[src/rtl/hazard_ctrl.sv]
// hazard_ctrl: pipeline sequencing controller for the 5-stage MIPS core.
// Chooses the PC source and the IF/ID and ID/EX write/flush controls each cycle.
// Inputs are branch resolution in EX, jumps in ID, load-use hazards and the
// mult/div HI/LO interlock. It also keeps saturating stall and redirect counters.
module hazard_ctrl #(
  parameter int MD_LAT = 4,
  parameter int CNT_W  = 16,
  parameter int REG_W  = 5
) (
  input  logic             clk,
  input  logic             reset,
  input  logic             ex_branch_taken,
  input  logic             id_is_jump,
  input  logic             ex_mem_read,
  input  logic [REG_W-1:0] ex_rt,
  input  logic [REG_W-1:0] id_rs,
  input  logic [REG_W-1:0] id_rt,
  input  logic             id_uses_rs,
  input  logic             id_uses_rt,
  input  logic             ex_muldiv_start,
  input  logic             id_hilo_dep,
  output logic             pc_write,
  output logic [1:0]       pc_sel,
  output logic             if_id_write,
  output logic             if_id_flush,
  output logic             id_ex_flush,
  output logic [CNT_W-1:0] stall_cnt,
  output logic [CNT_W-1:0] flush_cnt
);

  localparam int MDW = $clog2(MD_LAT + 1);
  localparam logic [MDW-1:0] MD_LAT_V    = MDW'(MD_LAT);
  localparam logic [MDW-1:0] MD_LAT_M1   = MDW'(MD_LAT - 1);
  localparam logic [MDW-1:0] MD_ONE      = MDW'(1);
  localparam logic [1:0]     SEL_SEQ     = 2'd0;
  localparam logic [1:0]     SEL_BRANCH  = 2'd1;
  localparam logic [1:0]     SEL_JUMP    = 2'd2;

  logic [MDW-1:0] md_cnt;
  logic [MDW-1:0] r_eff;
  logic           load_use;
  logic           md_stall;
  logic           stall_evt;
  logic           flush_evt;

  // Hazard detection: load-use match and cycles left before HI/LO is usable.
  // A mult/div issuing this cycle counts as the full latency still remaining.
  always_comb begin
    load_use = ex_mem_read && (ex_rt != '0) &&
               ((id_uses_rs && (id_rs == ex_rt)) || (id_uses_rt && (id_rt == ex_rt)));
    r_eff    = ex_muldiv_start ? MD_LAT_V : md_cnt;
    md_stall = id_hilo_dep && (r_eff > MD_ONE);
  end

  // Prioritised control decode: reset, taken branch, stall, jump, then sequential.
  // A stalled jump stays in ID, so it redirects on its first unstalled cycle.
  always_comb begin
    pc_write    = 1'b1;
    pc_sel      = SEL_SEQ;
    if_id_write = 1'b1;
    if_id_flush = 1'b0;
    id_ex_flush = 1'b0;
    stall_evt   = 1'b0;
    flush_evt   = 1'b0;
    if (reset) begin
      pc_write    = 1'b0;
      if_id_write = 1'b0;
      if_id_flush = 1'b1;
      id_ex_flush = 1'b1;
    end else if (ex_branch_taken) begin
      pc_sel      = SEL_BRANCH;
      if_id_flush = 1'b1;
      id_ex_flush = 1'b1;
      flush_evt   = 1'b1;
    end else if (load_use || md_stall) begin
      pc_write    = 1'b0;
      if_id_write = 1'b0;
      id_ex_flush = 1'b1;
      stall_evt   = 1'b1;
    end else if (id_is_jump) begin
      pc_sel      = SEL_JUMP;
      if_id_flush = 1'b1;
      flush_evt   = 1'b1;
    end
  end

  // Mult/div countdown: reloads on issue and keeps running through stalls and flushes.
  always_ff @(posedge clk) begin
    if (reset) begin
      md_cnt <= '0;
    end else if (ex_muldiv_start) begin
      md_cnt <= MD_LAT_M1;
    end else if (md_cnt != '0) begin
      md_cnt <= md_cnt - MD_ONE;
    end
  end

  // Performance counters: at most one increment per cycle, saturating at all-ones.
  always_ff @(posedge clk) begin
    if (reset) begin
      stall_cnt <= '0;
      flush_cnt <= '0;
    end else begin
      if (stall_evt && (stall_cnt != '1)) stall_cnt <= stall_cnt + CNT_W'(1);
      if (flush_evt && (flush_cnt != '1)) flush_cnt <= flush_cnt + CNT_W'(1);
    end
  end

endmodule

[config.mk]
export PLATFORM = sky130hd
export DESIGN_NAME = hazard_ctrl
export DESIGN_NICKNAME = d
export VERILOG_FILES = /design/src/rtl/hazard_ctrl.sv
export SDC_FILE = /design/constraint.sdc
export NUM_CORES = 1
export LEC_CHECK = 0
export BUFFER_PORTS_ARGS = -buffer_cell sky130_fd_sc_hd__clkbuf_2
export CAP_MARGIN = 20
export CORE_MARGIN = 2
export CORE_UTILIZATION = 50
export CTS_CLUSTER_DIAMETER = 50
export CTS_CLUSTER_SIZE = 16
export DETAILED_ROUTE_END_ITERATION = 16
export PLACE_DENSITY = 0.88
export SYNTH_ARGS = -nofsm -noshare
export SYNTH_HDL_FRONTEND = slang
export SYNTH_SLANG_ARGS = --single-unit
export TNS_END_PERCENT = 100
[constraint.sdc]
create_clock -name clk -period 2.44 [get_ports clk]
set_input_delay 0.244 -clock clk [delete_from_list [all_inputs] [get_ports clk]]
set_output_delay 0.244 -clock clk [all_outputs]
set_load 0.02 [all_outputs]
==> impl_metrics.py <==
metrics = {
    "finish": {
        "n_fill_cell": 303,
        "design_area_sq_um": 2340,
        "drive_gt1_share_pct": 27.4,
        "nNetsFinal": 316,
        "multi_input_area_sq_um": 1160,
        "antenna_cells": 0,
        "area_delta_synth_final_pct": 21.9,
        "layout.cells.non_filler": 336,
        "seq_area_sq_um": 701,
    },
    "drt": {
        "vias": 1831,
        "final_antenna_net_count": 0,
        "vias_per_cell": 5.45,
        "wl_per_cell_um": 12.8,
        "firstDrtPassIters": 4,
        "drt_iter0_markers": 90,
        "routed_wl_mm": 4.31,
        "drc": 0,
    },
    "timing": {
        "slew_violations": 0,
        "skew_ns": 0.00479,
        "fmax_mhz": 491,
        "post-route-min-period_ns": 2.04,
        "final-setup-viol-count": 0,
        "hold_viol": 0,
        "rsz0062_at_grt": "false",
        "max_slew.worst_pin.slew_ns": 0.435,
        "period_share_pct": 83.4,
        "setup_tns_ns": 0,
        "worst_slack_ns": 0.405,
        "timing.hold.ws_ns": 0.199,
        "maxSlewHeadroom_pct": 71.0,
    },
    "global_routing": {
        "grt_pass1_vias": 1668,
        "grt_util_all_layers_pct": 20.7,
        "grt_pass1_wl_mm": 6.99,
        "antenna_found_initial": 0,
        "grt_max_degree": 38,
        "grt.overflow.total": 0,
    },
    "hold_path": {
        "min_path_type": "input pin to register",
        "min_from": "ex_muldiv_start",
        "whs_path_depth": 2,
        "hold_end": "md_cnt[2]$_SDFFE_PP0P_",
    },
    "logic_synthesis": {
        "syn-cell-area_sq_um": 1920,
        "synthTopCellsByCount": "dfxtp_1 (35), nor2_1 (34), xnor2_1 (22), nand2_1 (16)",
        "yosysTopAreaCell": "dfxtp_1",
        "netlist_top_cells_area": "dfxtp_1 (37%), xnor2_1 (10%), nor2_1 (6.7%)",
        "synth_seq_cells": 35,
        "synth-seq-area-share_pct": 36.5,
        "synth.most_common_cell": "dfxtp_1",
        "avgSynthCellArea_sq_um": 8.38,
        "yosys_warnings": 0,
        "synth_top_area_share_pct": 36.5,
        "synth_edf_count": 0,
        "yosys.cell_types.count": 47,
        "syn_inst": 229,
        "ys_async_sr_fraction_pct": 0,
        "ys.flop_type": "dfxtp_1",
        "synth_fp_nets": 257,
    },
    "clocking": {
        "cts_resized": 0,
        "htreeDepth": 2,
        "post_cts_buffers": 0,
        "clockBufferDepth": 2,
        "cts_made_buffers": 5,
        "clk_pin_slew_worst_paths_ns": 0.07,
        "hold_buffers": 0,
        "cts_tree": "yes",
        "insertion_delay_ns": 0.29,
        "cts.sinks": 35,
        "root_buffer": "clkbuf_8",
    },
    "setup_path": {
        "critPathTopFamily": "simple AND/OR/NAND/NOR gates",
        "cp-start-kind": "input pin",
        "slowest_delay_ns": 0.54,
        "worstPathArrival_ns": 1.79,
        "r2r-start": "flush_cnt[2]$_SDFFE_PP0P_",
        "r2r_end": "flush_cnt[0]$_SDFFE_PP0P_",
        "critPathKind": "input pin to output port",
        "r2r_cells": 7,
        "critPathBufInv": 2,
        "required_ns": 2.20,
        "cp_cell_sequence": "clkbuf_2 > or4_4 > o21a_4 > a21oi_4 > nor2_1 > nor2_1 > clkbuf_2",
        "critPathSlowestCell": "or4_4",
        "cp_max_fo": 8,
        "crit_path_end_kind": "output port",
        "r2r_slack_ns": 0.45,
        "cp_num_cells": 7,
    },
    "pwr": {
        "p_per_area_nw_per_um2": 508,
        "ir_drop_v": 0.000349,
        "p_leak_nw": 0.998,
    },
    "floorplanning": {
        "rows": 22,
        "die_width_um": 65.9,
        "dieArea_sq_um": 4350,
        "pin_count": 62,
        "initial_core_util_pct": 52.4,
        "coreArea_sq_um": 3660,
        "die_h_um": 65.9,
    },
    "job": {
        "max-cap-violations": 0,
    },
    "placement": {
        "place_area_sq_um": 2250,
        "dp_hpwl_mm": 3.20,
        "io_buffers": 61,
        "place_congestion": 0.780,
        "dp.cells": 329,
        "pre_cts_slack_ns": 0.259,
    },
    "status": {
        "outcome": "complete, no violations",
    },
}
## worst register-to-register path: cells and delay by family (launching register included)
kind | cells | cell delay [ns]
flip-flops | 1 | 0.43
AND/OR/NAND/NOR | 5 | 0.89
AO/OA/AOI/OAI | 1 | 0.38
XOR/XNOR | 1 | 0.18
## layout by cell type, fill, tap and decap left out, types with 3 or more instances in the layout
master / count
xor2_1: 10
nor3_1: 5
clkbuf_2: 61
inv_1: 3
clkbuf_8: 6
nor2_1: 34
nand3_1: 10
nand2b_1: 4
and2_1: 5
nand2_1: 16
and3_1: 9
xnor2_1: 22
ha_1: 4
nand4_1: 11
dfxtp_1: 35
and4_1: 3
mux2i_1: 3
a21oi_1: 11
## where the power goes
group          internal (mW)  switching (mW)  total [mW]  leakage (nW)
Clock                  0.221           0.200       0.421        0.0470
Sequential             0.583          0.0113       0.594         0.283
Combinational         0.0720           0.102       0.174         0.667
Total                  0.876           0.313        1.19         0.998
## routing by layer
layer  wire, um  GRT usage, %  vias up  part of all wire [%]
li1           -             -      923                     -
met1       1890          23.8      849                    44
met2       2130          35.0       48                    49
met3        204          5.96       11                   4.7
met4         89          10.5        0                   2.1
met5          0             0        -                     0
## worst max-delay path by stage
stage                         startpoint                    endpoint
4_1_cts                         ex_rt[1]                    pc_write
6_report                        ex_rt[1]                    pc_write
3_5_place_dp                    ex_rt[1]  flush_cnt[10]$_SDFFE_PP0P_
2_1_floorplan  stall_cnt[0]$_SDFFE_PP0P_   stall_cnt[8]$_SDFFE_PP0P_
3_3_place_gp                    ex_rt[1]  flush_cnt[10]$_SDFFE_PP0P_
5_1_grt        flush_cnt[2]$_SDFFE_PP0P_   flush_cnt[0]$_SDFFE_PP0P_
## flip-flops by register name, indices dropped and copies added (netlist names)
signal     cells
md_cnt         3
stall_cnt     16
flush_cnt     16
## final cells by class
cell class                 count  share of cell area, %
timing repair buffer          63                   13.7
tap                           48                   2.57
multi-input combinational    180                   49.5
clock inverter                 1                  0.214
sequential                    35                   30.0
inverter                       3                  0.482
clock buffer                   6                   3.53
## kinds of logic after synthesis
| logic type | Yosys count | share of synthesized area, % |
|---|---|---|
| XOR/XNOR | 32 | 14.6 |
| AO/OA/AOI/OAI | 37 | 14.4 |
| flip-flops | 35 | 36.5 |
| AND/OR/NAND/NOR | 104 | 27.2 |
| multiplexers | 3 | 1.57 |
| adder cells (fa/ha/maj) | 4 | 2.61 |
| buffers and inverters | 14 | 3.07 |
## metrics by stage
stage | power (mW) | util, %
detailed placement | 0.779 | 61.5
floorplan | 0.723 | -
global placement | 0.771 | 61.5
global route | 1.24 | 63.9
finish | 1.19 | 63.9
CTS | 1.20 | 63.9
Note: power is estimated with default switching activity, not from simulation.
